**config.mk**
```make
export PLATFORM = sky130hd
export DESIGN_NAME = demux_1to4_reg
export DESIGN_NICKNAME = d
export VERILOG_FILES = /design/src/rtl/demux_1to4_reg.sv
export SDC_FILE = /design/constraint.sdc
export NUM_CORES = 1
export LEC_CHECK = 0
export ABC_CLOCK_PERIOD_IN_PS = 1700
export BUFFER_PORTS_ARGS = -buffer_cell sky130_fd_sc_hd__clkbuf_2
export CORE_AREA = 8 8 106 108
export CTS_BUF_LIST = sky130_fd_sc_hd__clkbuf_2
export DETAILED_ROUTE_END_ITERATION = 16
export DIE_AREA = 0 0 114 116
export PLACE_DENSITY = 0.58
export SLEW_MARGIN = 20
export SYNTH_ARGS = -nofsm -noshare
export SYNTH_HDL_FRONTEND = slang
export SYNTH_SLANG_ARGS = --single-unit
```
**constraint.sdc**
```tcl
create_clock -name clk -period 1.7 [get_ports clk]
set_input_delay 0.425 -clock clk [delete_from_list [all_inputs] [get_ports clk]]
set_output_delay 0.425 -clock clk [all_outputs]
set_load 0.1 [all_outputs]
```
**src/rtl/demux_1to4_reg.sv**
```systemverilog
// Registered 1-to-4 stream demultiplexer with a one-entry valid/ready output
// register per channel and per-channel delivered-word counters.
module demux_1to4_reg #(
  parameter int N  = 8,
  parameter int CW = 8
) (
  input  logic          clk,
  input  logic          rst_n,
  input  logic          in_valid,
  output logic          in_ready,
  input  logic [N-1:0]  in_data,
  input  logic [1:0]    in_sel,
  output logic [N-1:0]  out_a,
  output logic [N-1:0]  out_b,
  output logic [N-1:0]  out_c,
  output logic [N-1:0]  out_d,
  output logic [3:0]    out_valid,
  input  logic [3:0]    out_ready,
  output logic [4*CW-1:0] cnt,
  output logic          busy
);

  logic [N-1:0]  data_q [4];
  logic [CW-1:0] cnt_q  [4];
  logic [3:0]    valid_q;
  logic          accept;
  logic [3:0]    load;
  logic [3:0]    deliver;

  // Ready only looks at the addressed channel, so a stalled lane blocks only its own words.
  always_comb begin
    in_ready     = ~valid_q[in_sel] | out_ready[in_sel];
    accept       = in_valid & in_ready;
    load         = '0;
    load[in_sel] = accept;
    deliver      = valid_q & out_ready;
  end

  always_ff @(posedge clk or negedge rst_n) begin
    if (!rst_n) begin
      valid_q <= '0;
      for (int unsigned k = 0; k < 4; k++) begin
        data_q[k] <= '0;
        cnt_q[k]  <= '0;
      end
    end else begin
      for (int unsigned k = 0; k < 4; k++) begin
        if (load[k]) data_q[k] <= in_data;
        valid_q[k] <= load[k] | (valid_q[k] & ~out_ready[k]);
        if (deliver[k]) cnt_q[k] <= cnt_q[k] + 1'b1;
      end
    end
  end

  always_comb begin
    cnt = '0;
    for (int unsigned k = 0; k < 4; k++) cnt[k*CW +: CW] = cnt_q[k];
  end

  assign out_a     = data_q[0];
  assign out_b     = data_q[1];
  assign out_c     = data_q[2];
  assign out_d     = data_q[3];
  assign out_valid = valid_q;
  assign busy      = |valid_q;

endmodule
```
Yosys cells after proc, flatten, opt, wreduce, memory -nomap -nowiden --
Cells that the tools add are included.
Word-level totals: register bits 68, latch bits 0, bits in writable memories 0, memory bits (read-only) 0, input port bits 17, output and inout port bits 70, memories 0
Cells by class: $add $sub $neg 4, multiply operators 0, div/mod/pow operators 0, magnitude comparators 2, eq/ne operators 0, shifts and indexed selects 0, muxes and demuxes 6, bitwise gates (word level) 17, reduce and logical (&&, ||, !) cells 2
Operator list (number):
- adder 8 x 1 -> 8 bit, second input constant | 4
- AND 4 bit | 2
- AND 1 bit | 5
- NOT 1 bit | 5
- bitwise OR 1 bit | 5
- binary-select mux 1 bit (select 2 bit) | 2
- OR reduction 4 bit | 1
- < comparator 2 x 3 -> 1 bit, second input constant | 1
- 2-to-1 mux 1 bit | 3
- demux 1 bit (select 2 bit) | 1
- greater-or-equal comparator 2 x 1 -> 1 bit, second input constant | 1
- logical AND 1 bit | 1

Longest topological paths before layout --
Gate-level depths: netlist of the first run.
depth after elaboration 7, depth in mapped cells 4, mapped depth without buffers 4

Worst setup path after synthesis of the first run --
Ideal clock, no wire load.
path kind register to output, from reg valid_q[2] (netlist: out_valid[2]), to out in_ready, data arrival time 2.100 ns, required time 1.275 ns, setup slack -0.825 ns, cell stages (with the launch flop) 3, buffers on the path 0, cell sequence dfrtp_1 > nand2b_1 > mux4_1
On the way: longest elaborated chain between the ends 4
RTL lines:
- from (decl) | RTL line 25 | logic [3:0] valid_q;
- from (signal, indexed assignment) | RTL line 49 | valid_q[k] <= load[k] | (valid_q[k] & ~out_ready[k]);
- binary-select mux 1 bit (select 2 bit) | RTL line 32 | in_ready = ~valid_q[in_sel] | out_ready[in_sel];
- 2-to-1 mux 1 bit (not written as such) | RTL line 32
- NOT 1 bit | RTL line 32
- bitwise OR 1 bit | RTL line 32
- to (decl) | RTL line 10 | output logic in_ready,
No other way between the ends. The select of a mux whose other input is x is not followed.

Worst setup path after layout of the first run --
from reg valid_q[3] (netlist: out_valid[3]), to out busy
On the way: longest elaborated chain between the ends 1
RTL lines:
- OR reduction 4 bit | RTL line 65 | assign busy = |valid_q;
- to (decl) | RTL line 20 | output logic busy
No other way between the ends.

==> flow_summary_export.csv, run 1 <==
group,metric,value,unit
outcome,violations,"setup timing",
clock_network,cts-buffers-inserted,9,
critical_path,slowest_stage,"or4_4",
routing,wire_per_inst,14.63,µm
flow_run,maxCapViolCount,0,
synth,ys_top_cells_by_area,"dfrtp_1 (61%), mux2_2 (15%), xnor2_1 (7.9%), nand4_1 (2.9%), ha_1 (1.8%)",
sta,setup_viol,3,
sta,period_minus_slack,2124,ps
clock_network,clock_sinks,68,
die,start_util,29.18,%
synth,syn_area_per_cell,14.22,µm²
synth,syn-num-nets,217,
global_route,gr-usage-all-layers,10.47,%
outcome,status,"finished, violations left",
critical_path,path_cells,"or4_4 -> buf_12",
die,die_h,116,µm
sta,hold_viol,0,
sta,worstMarginPinSlew,365.3,ps
global_route,grt_pass1_wl,10.60,mm
cells_and_area,antenna_cells,0,
critical_path,cp-start-kind,"flop",
place,hpwlAfterDp,4.790,mm
cells_and_area,fin_nets,338,
cells_and_area,n_fill_cell,902,
place,port_buffers,86,
synth,yosysTopAreaCell,"dfrtp_1",
critical_path,worst_ep_arrival_time,1700,ps
global_route,use_met1,11.64,%
synth,synthCells,196,
routing,ant_nets,0,
routing,avgViaCountPerCell,4.314,
synth,yosys.cell_types.count,25,
sta,relSlewSlack,75.65,%
global_route,met2_usage,17.43,%
sta,final_max_slew_viol_count,0,
die,rows,36,
routing,routed_wl,6.658,mm
die,core,9549,µm²
place,gp_congestion,0.7133,
routing,drt_pre_antenna_iters,3,
critical_path,critPathKind,"reg2out",
die,die_width,114,µm
synth,syn_area,2786,µm²
hold_path,hold_class,"in2reg",
clock_network,cts_buffer_depth,2,
critical_path,cp.required,1270,ps
critical_path,path_max_fanout,3,
die,io_pins,87,
critical_path,path_buf_inv,1,
cells_and_area,areaGrowthSynthToFinish,50.47,%
global_route,globalRoute.totalOverflow,0,
clock_network,cts_tree,"done",
sta,finalSetupTns,-1037,ps
sta,final.period_utilization,125.0,%
synth,ys_seq_area_share,61.07,%
global_route,grt_max_degree,69,
die,dieArea,13220,µm²
global_route,busiest_layer,"met2",
synth,synth_seq_cells,68,
routing,drt_iter0_drc,50,
power_and_ir_drop,powerDensity,1807,nW/µm²
clock_network,clockRootBuffer,"clkbuf_2",
global_route,met3_usage,3.283,%
global_route,grt_pass1_vias,2112,
power_and_ir_drop,p_leak,0.001912,µW
sta,clock_skew,33.50,ps
clock_network,cts_max_level,3,
global_route,antenna_found_initial,0,
synth,ys_warn_count,0,
clock_network,clk_pin_slew,170,ps
synth,synth_top_cell_area_share,61.07,%
critical_path,slowest_delay,550,ps
routing,drc,0,
routing,vias,1963,
sta,fin_ws,-424.4,ps
cells_and_area,layout-drive-gt1-share,58.39,%
place,dp_slack,-104.8,ps
critical_path,cp-end-kind,"primary output",
power_and_ir_drop,vdd_drop_max,798.1,µV
sta,rsz0062_at_grt,"yes",
clock_network,worstSkewPairLatency,480,ps
sta,fmax,0.4707,GHz
critical_path,cp_top_family,"simple AND/OR/NAND/NOR gates",
## through the flow
stage,instance area (µm²),std cells,util (%),hold WS (ps),total power [µW]
CTS,4120,449,43.15,133.3,7612
global route,4193,455,43.91,156.8,7910
finish,4193,455,43.91,204.7,7576
floorplan,2818,196,-,129.4,5570
global placement,3620,424,37.91,460.1,6340
detailed placement,3620,424,37.91,466.0,6386
## worst paths after layout
| check | start | end | slack [ps] | depth (start not counted) |
|---|---|---|---|---|
| setup / recovery | out_valid[3] | busy | -420 | 2 |
| hold / removal | in_data[5] | out_a[5] | 200 | 2 |
| setup reg to reg | out_valid[3] | cnt[31] | 160 | 6 |
| hold reg to reg | cnt[19] | cnt[19] | 500 | 1 |
| max in group asynchronous | rst_n | cnt[11] | 900 | 3 |
| min in group asynchronous | rst_n | cnt[6] | 470 | 3 |
## timing repair
action                                 in CTS  in global routing
gates resized for setup                    94                 29
hold buffers                                1                  0
setup endpoints to repair                  67                 35
gates cloned                                0                  0
pin swaps                                   1                  0
endpoints found under the hold margin      68                  0
setup buffers                               8                  6
## synthesized netlist by cell type
library cell	n
nand2_1	12
mux2_2	36
nor2_1	2
dfrtp_1	68
clkbuf_1	2
nor2b_1	1
nand2_4	1
xor2_1	3
mux4_1	1
or3b_1	1
and2_1	2
nor3b_4	2
nand2_2	1
o21ai_0	2
nand3_1	4
inv_1	1
ha_1	4
and4_1	2
nor3b_1	1
buf_2	1
and3_1	6
nand2b_1	4
or4_1	1
nand4_1	13
xnor2_1	25
## flip-flops by register name, summed over array words and instances, names as in the netlist
register   flops
out_a          8
out_b          8
out_valid      4
cnt           32
out_d          8
out_c          8
## final cells by class
| class | count | area (µm²) | share of cell area, % |
|---|---|---|---|
| clock buffer | 12 | 60.06 | 1.432 |
| multi-input combinational | 124 | 1076 | 25.66 |
| clock inverter | 4 | 17.52 | 0.4178 |
| tap | 133 | 166.4 | 3.969 |
| inverter | 1 | 3.754 | 0.08953 |
| timing repair buffer | 113 | 1134 | 27.04 |
| sequential | 68 | 1735 | 41.39 |
## worst reg2reg max path: stages (launching register included)
cell	delay (ps)
dfrtp_4	440
buf_4	110
buf_6	80
buf_6	100
and4_1	230
or3b_1	370
xnor2_1	140
## kinds of logic (layout without fill, tap and decap cells)
group	after synthesis	in the layout	synth area share, %
and+or+nand+nor	53	53	11.90
AOI/OAI and AO/OA	2	2	0.3592
muxes	37	37	15.49
xor gates and xnor gates	28	28	8.801
DFF	68	68	61.07
buffers and inverters	4	130	0.5835
adders and majority gates	4	4	1.796
## metal layers
layer	part of all wire, %	vias to the layer above	wire length, µm
met2	49	53	3277
met1	43	964	2832
met3	6.3	8	417
met5	0	-	0
li1	-	938	-
met4	2.0	0	130
## where the power goes
group	internal, µW	total [µW]	leakage (µW)	switching (µW)
registers	2020	2380	0.000821	364
logic	1180	4470	0.00103	3290
clock network	198	728	0.0000608	530
## cells in the final DEF, fill, tap and decap left out, types with 2 or more instances in the layout
master / count
nor3b_4: 2
nand3_1: 4
dfrtp_4: 4
nand2_1: 12
and3_1: 6
xor2_1: 3
xnor2_1: 25
and4_1: 2
clkbuf_8: 18
clkbuf_4: 8
clkbuf_2: 27
clkinv_1: 2
mux2_2: 36
and2_1: 2
nor2_1: 2
nand2b_1: 3
ha_1: 4
buf_12: 10
dfrtp_2: 15
clkinv_2: 2
buf_6: 16
buf_4: 42
o21ai_0: 2
nand4_1: 13
dfrtp_1: 49
(Power assumes the default switching activity.)
==> inputs of run 2 (changes only) <==
ABC_CLOCK_PERIOD_IN_PS = 2600   (was 1700)
MAX_ROUTING_LAYER = met4   (was not set)
clock period = 2.6 ns   (was 1.7 ns; I/O delays follow)
==> run 2 against run 1 <==
Effect of this change:
- the flow now finishes without violations
- clock skew shrank 8.0 ps
- design area shrank 16%
- highest routed layer unchanged
- count of clock-buffer cells in the layout shrank 2
- critical endpoint is now in_ready
- first-iteration DRC count shrank 4.0%
==> flow_summary_export.csv, run 2 (synthesized netlist as in run 1, its figures left out) <==
group,metric,value,unit
die,rows,36,
place,port_buffers,86,
cells_and_area,fin_nets,314,
routing,drt_pre_antenna_iters,4,
sta,setup_viol,0,
cells_and_area,areaGrowthSynthToFinish,26.67,%
critical_path,slowest_stage,"mux4_1",
flow_run,maxCapViolCount,0,
cells_and_area,antenna_cells,0,
die,core,9549,µm²
die,dieArea,13220,µm²
cells_and_area,multiInputGateArea,1069,µm²
cells_and_area,layout-drive-gt1-share,49.49,%
sta,timing.hold.ws,212.8,ps
sta,relSlewSlack,48.31,%
die,io_pins,87,
die,die_width,114,µm
clock_network,cts_buffer_depth,2,
sta,period_minus_slack,2431,ps
critical_path,cp-end-kind,"primary output",
clock_network,clk_pin_slew,200,ps
global_route,gr-usage-all-layers,10.44,%
routing,wire_per_inst,14.76,µm
sta,rsz0062_at_grt,"no",
outcome,status,"complete, no violations",
place,gp_congestion,0.7231,
routing,routed_wl,6.348,mm
sta,final.period_utilization,93.50,%
critical_path,cp_top_family,"multiplexers",
clock_network,postCtsHoldBufs,0,
critical_path,cp.required,1950,ps
clock_network,clockRootBuffer,"clkbuf_2",
clock_network,cts_tree,"done",
die,start_util,29.18,%
cells_and_area,final_cell_mix,"clkbuf_2 (93), dfrtp_1 (64), mux2_2 (36)",
routing,vias,1866,
sta,finalSetupTns,0,ps
clock_network,worstSkewPairLatency,470,ps
hold_path,hold_class,"in2async",
routing,avgViaCountPerCell,4.340,
cells_and_area,mostFrequentLayoutCell,"clkbuf_2",
critical_path,cp-start-kind,"flop",
critical_path,slowest_delay,590,ps
place,hpwlAfterDp,4.759,mm
routing,drt_iter0_drc,48,
global_route,grt_pass1_vias,1979,
sta,fmax,0.4114,GHz
die,die_h,116,µm
critical_path,path_buf_inv,1,
routing,drc,0,
sta,clock_skew,25.48,ps
cells_and_area,regArea,1707,µm²
critical_path,worst_ep_arrival_time,1780,ps
sta,worstMarginPinSlew,775.4,ps
global_route,grt_max_degree,35,
critical_path,critPathKind,"reg2out",
global_route,globalRoute.totalOverflow,0,
critical_path,path_max_fanout,7,
cells_and_area,largest_reg_flops,32,
routing,ant_nets,0,
critical_path,path_cells,"nand2b_1 -> mux4_1 -> buf_12",
clock_network,cts-buffers-inserted,9,
global_route,grt_pass1_wl,10.34,mm
clock_network,cts_max_level,3,
sta,hold_viol,0,
clock_network,clock_sinks,68,
cells_and_area,n_fill_cell,979,
sta,final_max_slew_viol_count,0,
global_route,antenna_found_initial,0,
[run 2: cell types whose count changed in the layout (fill, tap and decap cells not counted), moves of 2 or more]
| cell | delta |
|---|---|
| buf_12 | -8 |
| dfrtp_4 | -4 |
| buf_6 | -16 |
| dfrtp_1 | +15 |
| dfrtp_2 | -11 |
| clkbuf_2 | +66 |
| clkbuf_8 | -18 |
| clkbuf_4 | -8 |
| buf_4 | -40 |
| clkinvlp_4 | +2 |
[run 2: worst paths after layout]
| path | slack (ps) | start | cells after the start | endpoint |
|---|---|---|---|---|
| min in group clk | 440 | in_data[6] | 2 | out_d[6] |
| min | 210 | rst_n | 1 | out_a[0] |
| min reg2reg | 480 | cnt[15] | 1 | cnt[15] |
| max reg2reg | 1030 | out_valid[2] | 3 | out_c[4] |
| max in group asynchronous | 1700 | rst_n | 2 | out_valid[1] |
| max | 170 | out_valid[2] | 3 | in_ready |
[run 2: worst register-to-register path: stages (launching register included)]
cell and delay (ps):
dfrtp_2 470, nand2b_1 110, nor3b_4 500, mux2_2 410
[run 2: timing repair]
item                       in CTS  in global routing
gates resized for setup         0                  1
hold endpoints to repair        0                  0
setup endpoints to repair       0                  1
setup buffers                   0                  0
[run 2: routing by layer]
metal | GRT usage [%] | wire length, µm
met1 | 12.26 | 2838
met2 | 16.01 | 3073
met3 | 3.700 | 387
met4 | 4.259 | 48
met5 | - | 0
[run 2: per-stage QoR]
stage,utilization [%],setup WS (ps),cells,area [µm²]
2_1_floorplan,-,155.5,196,2791
6_report,36.96,169.1,430,3530
3_5_place_dp,35.88,219.5,415,3426
5_1_grt,36.96,22.77,430,3530
4_1_cts,36.96,13.51,430,3530
3_3_place_gp,35.88,220.9,415,3426
[run 2: cell type report]
cell class              instances  area share (%)
clock inverters                 5           1.524
well taps                     133           4.715
repair buffers                 89           13.61
clock buffers                  10           1.418
flip-flops and latches         68           48.35
inverters                       1          0.1063
multi-input cells             124           30.27
Power of run 2 is not shown: default switching activity piles up to over one toggle a cycle in this logic, so the estimate is an artifact.
